$ cat src/rtl/serial_adder_pkg.sv
// Shared definitions for the bit-serial adder: FSM encoding and counter sizing.
package serial_adder_pkg;

  typedef enum logic [1:0] {
    IDLE = 2'd0,
    RUN  = 2'd1,
    DONE = 2'd2
  } state_t;

  // Bit-index counter width; a 1-bit counter still covers the minimum WIDTH of 2.
  function automatic int cnt_w(input int width);
    return (width < 2) ? 1 : $clog2(width);
  endfunction

endpackage

$ cat src/rtl/fulladder.sv
// Single-bit full adder cell shared by the adder datapaths.
module fulladder (
  input  logic a,
  input  logic b,
  input  logic cin,
  output logic sum,
  output logic c_out
);

  assign sum   = a ^ b ^ cin;
  assign c_out = (a & b) | (a & cin) | (b & cin);

endmodule

$ cat src/rtl/serial_adder.sv
// Bit-serial adder: one operand bit pair per cycle through a single fulladder, done after WIDTH+1 cycles.
// Optional signed-overflow output under SERIAL_ADDER_OVF_EN.
module serial_adder
  import serial_adder_pkg::*;
#(
  parameter int WIDTH = 8
) (
  input  logic             clk,
  input  logic             rst,
  input  logic             start,
  input  logic [WIDTH-1:0] a_in,
  input  logic [WIDTH-1:0] b_in,
  input  logic             cin,
  output logic             busy,
  output logic             done,
  output logic [WIDTH-1:0] sum_out,
  output logic             cout
`ifdef SERIAL_ADDER_OVF_EN
  ,
  output logic             ovf
`endif
);

  localparam int CW = cnt_w(WIDTH);

  state_t           state;
  state_t           state_nxt;
  logic [WIDTH-1:0] a_sr;
  logic [WIDTH-1:0] b_sr;
  logic [WIDTH-1:0] s_sr;
  logic             carry;
  logic [CW-1:0]    cnt;
  logic             last;
  logic             fa_sum;
  logic             fa_cout;

  assign last = (state == RUN) && (cnt == CW'(WIDTH - 1));

  fulladder u_fa (
    .a     (a_sr[0]),
    .b     (b_sr[0]),
    .cin   (carry),
    .sum   (fa_sum),
    .c_out (fa_cout)
  );

  always_ff @(posedge clk or posedge rst) begin
    if (rst) begin
      state <= IDLE;
    end else begin
      state <= state_nxt;
    end
  end

  always_comb begin
    state_nxt = state;
    case (state)
      IDLE:    if (start) state_nxt = RUN;
      RUN:     if (last)  state_nxt = DONE;
      DONE:    state_nxt = IDLE;
      default: state_nxt = IDLE;
    endcase
  end

  always_ff @(posedge clk or posedge rst) begin
    if (rst) begin
      a_sr    <= '0;
      b_sr    <= '0;
      s_sr    <= '0;
      carry   <= 1'b0;
      cnt     <= '0;
      done    <= 1'b0;
      sum_out <= '0;
      cout    <= 1'b0;
    end else begin
      done <= 1'b0;
      case (state)
        IDLE: begin
          if (start) begin
            a_sr  <= a_in;
            b_sr  <= b_in;
            carry <= cin;
            cnt   <= '0;
          end
        end
        RUN: begin
          a_sr  <= {1'b0, a_sr[WIDTH-1:1]};
          b_sr  <= {1'b0, b_sr[WIDTH-1:1]};
          s_sr  <= {fa_sum, s_sr[WIDTH-1:1]};
          carry <= fa_cout;
          cnt   <= cnt + CW'(1);
        end
        DONE: begin
          sum_out <= s_sr;
          cout    <= carry;
          done    <= 1'b1;
        end
        default: ;
      endcase
    end
  end

`ifdef SERIAL_ADDER_OVF_EN
  // Carry entering the MSB is the carry register as it stood during the last RUN cycle.
  logic cmsb;

  always_ff @(posedge clk or posedge rst) begin
    if (rst) begin
      cmsb <= 1'b0;
      ovf  <= 1'b0;
    end else begin
      if (last) cmsb <= carry;
      if (state == DONE) ovf <= cmsb ^ carry;
    end
  end
`endif

  // Kept high through the done cycle so busy falls together with done.
  assign busy = (state != IDLE) || done;

endmodule

$ cat config.mk
export PLATFORM = sky130hd
export DESIGN_NAME = serial_adder
export DESIGN_NICKNAME = d
export VERILOG_FILES = /design/src/rtl/serial_adder_pkg.sv /design/src/rtl/fulladder.sv /design/src/rtl/serial_adder.sv
export SDC_FILE = /design/constraint.sdc
export NUM_CORES = 1
export LEC_CHECK = 0
export ABC_AREA = 1
export CAP_MARGIN = 20
export CELL_PAD_IN_SITES_DETAIL_PLACEMENT = 1
export CELL_PAD_IN_SITES_GLOBAL_PLACEMENT = 1
export CORE_MARGIN = 4
export CORE_UTILIZATION = 30
export CTS_BUF_LIST = sky130_fd_sc_hd__clkbuf_8
export DETAILED_ROUTE_END_ITERATION = 6
export PLACE_DENSITY_LB_ADDON = 0.1
export REMOVE_ABC_BUFFERS = 1
export SLEW_MARGIN = 5
export SYNTH_ARGS = -nofsm -noshare
export SYNTH_HDL_FRONTEND = slang
export SYNTH_HIERARCHICAL = 1
export SYNTH_SLANG_ARGS = --single-unit
$ cat constraint.sdc
create_clock -name clk -period 3.66 [get_ports clk]
set_clock_uncertainty 0.15 [all_clocks]
set_input_delay 0.549 -clock clk [delete_from_list [all_inputs] [get_ports clk]]
set_output_delay 0.549 -clock clk [all_outputs]
set_load 0.02 [all_outputs]
==> impl_metrics.tcl <==
set metrics [dict create \
    path_max_fanout 19 \
    vias 1440 \
    drtIter0Drc 47 \
    drive_gt1_frac 0.0538 \
    cp.arrival_ns 1.93 \
    areaGrowthSynthToFinish_pct 25.8 \
    hold_violations 0 \
    nets 282 \
    seqPwrFrac 0.442 \
    diodes 0 \
    gr-usage-all-layers 0.124 \
    worstSetupPathType "reg2out" \
    power_mw 1.69 \
    fp.dieArea_um2 7350 \
    core_um2 5890 \
    cts_made_buffers 5 \
    io_buffers 30 \
    rsz0062_at_grt "false" \
    ys_seq_elements 40 \
    ant_nets 0 \
    timing.fmax_mhz 381 \
    ctsRootBufferMaster "clkbuf_8" \
    relSlewSlack 0.597 \
    combPwrFrac 0.378 \
    synth_area_um2 1810 \
    antenna_found_initial 0 \
    initial_core_util 0.308 \
    p_leak_nw 1.22 \
    hpwl_mm 2.80 \
    outcome "finished, final reports clean" \
    first_pass_iters 4 \
    slew_violations 0 \
    wire_per_inst_um 11.9 \
    clock_path_buffers 2 \
    worst_pin_slew_ns 0.605 \
    period_minus_slack_ns 2.63 \
    final_cell_mix "90 x nand2_1, 43 x inv_1, 40 x dfrtp_1, 30 x clkdlybuf4s50_1" \
    rows 28 \
    cts_resized 0 \
    cellPowerDensity_nw_per_um2 741 \
    grt-ovfl-total 0 \
    wl_mm 4.00 \
    pre_cts_ws_ns 1.31 \
    grt_start_max_net_pins 32 \
    ys_warn_count 6 \
    critPathLaunchType "flip-flop" \
    setup_ws_ns 1.03 \
    syn_avg_cell_area_um2 7.98 \
    yosysTopAreaCell "dfrtp_1" \
    end_kind "primary output" \
    p_sw_uw 650 \
    hp-class "reg2reg" \
    htree_levels 2 \
    ios 31 \
    postCtsHoldBufs 0 \
    clockPowerShare 0.180 \
    synth_top_area_frac 0.552 \
    vias_per_cell 4.30 \
    setup_viol 0 \
    die_h_um 85.7 \
    synth_cell_type_count 15 \
    cts.clk_slew.worst_paths_ns 0.07 \
    post_cts_buffers 0 \
    grt_pass1_wl_mm 7.17 \
    layout_commonest_cell "nand2_1" \
    syn-instance-count 227 \
    gp_congestion 0.711 \
    synthTopCellsByArea "dfrtp_1 55%, nand2_1 19%, inv_1 8.9%, nand3_1 4.7%, o21ai_0 4.7%" \
    tns_ns 0 \
    first_global_vias 1539 \
    ir_drop_v 0.000239 \
    die_x_um 85.7 \
    swShare 0.385 \
    p_int_mw 1.04 \
    fin_util 0.387 \
    drv_cap 0 \
    cp.required_ns 2.96 \
    finalCritPeriodShare 0.718 \
    cts_tree "built" \
    ys_seq_area_frac 0.552 \
    drc 0 \
    clock_sinks 40 \
    clock_latency_ns 0.29 \
]
## cell type report
cell class                      instances  area [um2]
Clock buffer                            6        82.6
Clock inverter                          2        10.0
Fill cell                             719        3610
Inverter                               44         165
Multi-Input combinational cell        135         596
Sequential cell                        40        1000
Tap cell                               75        93.8
Timing Repair Buffer                   33         330
## state kept, by name (all words and copies together), names as in the netlist
signal	cells
a_sr	8
b_sr	8
s_sr	8
sum_out	8
cnt	3
state	2
carry	1
cout	1
done	1
## power groups by stage
stage | sequential [mW] | clock [mW] | combinational (mW)
finish | 0.747 | 0.304 | 0.638
global placement | 0.755 | 0 | 0.645
CTS | 0.751 | 0.319 | 0.657
detailed placement | 0.759 | 0 | 0.650
global route | 0.774 | 0.336 | 0.758
floorplan | 0.770 | 0 | 0.395
## worst max-delay path, stage by stage, from the launching register on
cell,delay [ns]
dfrtp_1,0.73
nor2_1,0.21
nand2_1,0.10
clkdlybuf4s50_1,0.60
## per-stage QoR
stage | hold WS (ns) | std cells | area (um2)
after floorplan | 0.292 | 219 | 1760
after global placement | 0.316 | 326 | 2170
after detailed placement | 0.319 | 326 | 2170
after CTS | 0.340 | 334 | 2260
after global routing | 0.360 | 335 | 2280
final | 0.333 | 335 | 2280
## cells by family (layout without fill, tap and decap cells)
kind of cell / count (synthesis) / count (layout) / synth area share
adder cells (fa/ha/maj): 3 / 3 / 0.0249
buffers and inverters: 52 / 85 / 0.119
flip-flops: 40 / 40 / 0.552
AO/OA/AOI/OAI: 19 / 19 / 0.0525
AND/OR/NAND/NOR: 113 / 113 / 0.251
## Yosys cell counts
| cell type | n |
|---|---|
| a21oi_1 | 2 |
| buf_2 | 4 |
| buf_6 | 2 |
| clkbuf_1 | 2 |
| dfrtp_1 | 40 |
| fa_1 | 1 |
| ha_1 | 2 |
| inv_1 | 43 |
| inv_2 | 1 |
| nand2_1 | 90 |
| nand2_2 | 1 |
| nand2_4 | 1 |
| nand3_1 | 17 |
| nor2_1 | 4 |
| o21ai_0 | 17 |
## routing by layer
metal / track usage / part of all wire / vias up / wire length [um]
met5: 0 / 0 / - / 0
met4: 0.0475 / 0.016 / 0 / 65
met3: 0.0288 / 0.041 / 5 / 165
met2: 0.204 / 0.47 / 27 / 1870
met1: 0.158 / 0.48 / 676 / 1900
li1: - / - / 732 / -
## final timing paths
path,slack [ns],endpoint,from,depth (start not counted)
hold / removal,0.33,sum_out[0],sum_out[0],2
max in group asynchronous,2.40,b_sr[1],rst,3
setup / recovery,1.03,busy,state[0],3
setup reg to reg,1.44,a_sr[2],state[0],5
min in group asynchronous,0.42,sum_out[3],rst,2
hold reg to reg,0.33,sum_out[0],sum_out[0],2
No activity file was read; power rests on OpenSTA's default activity.
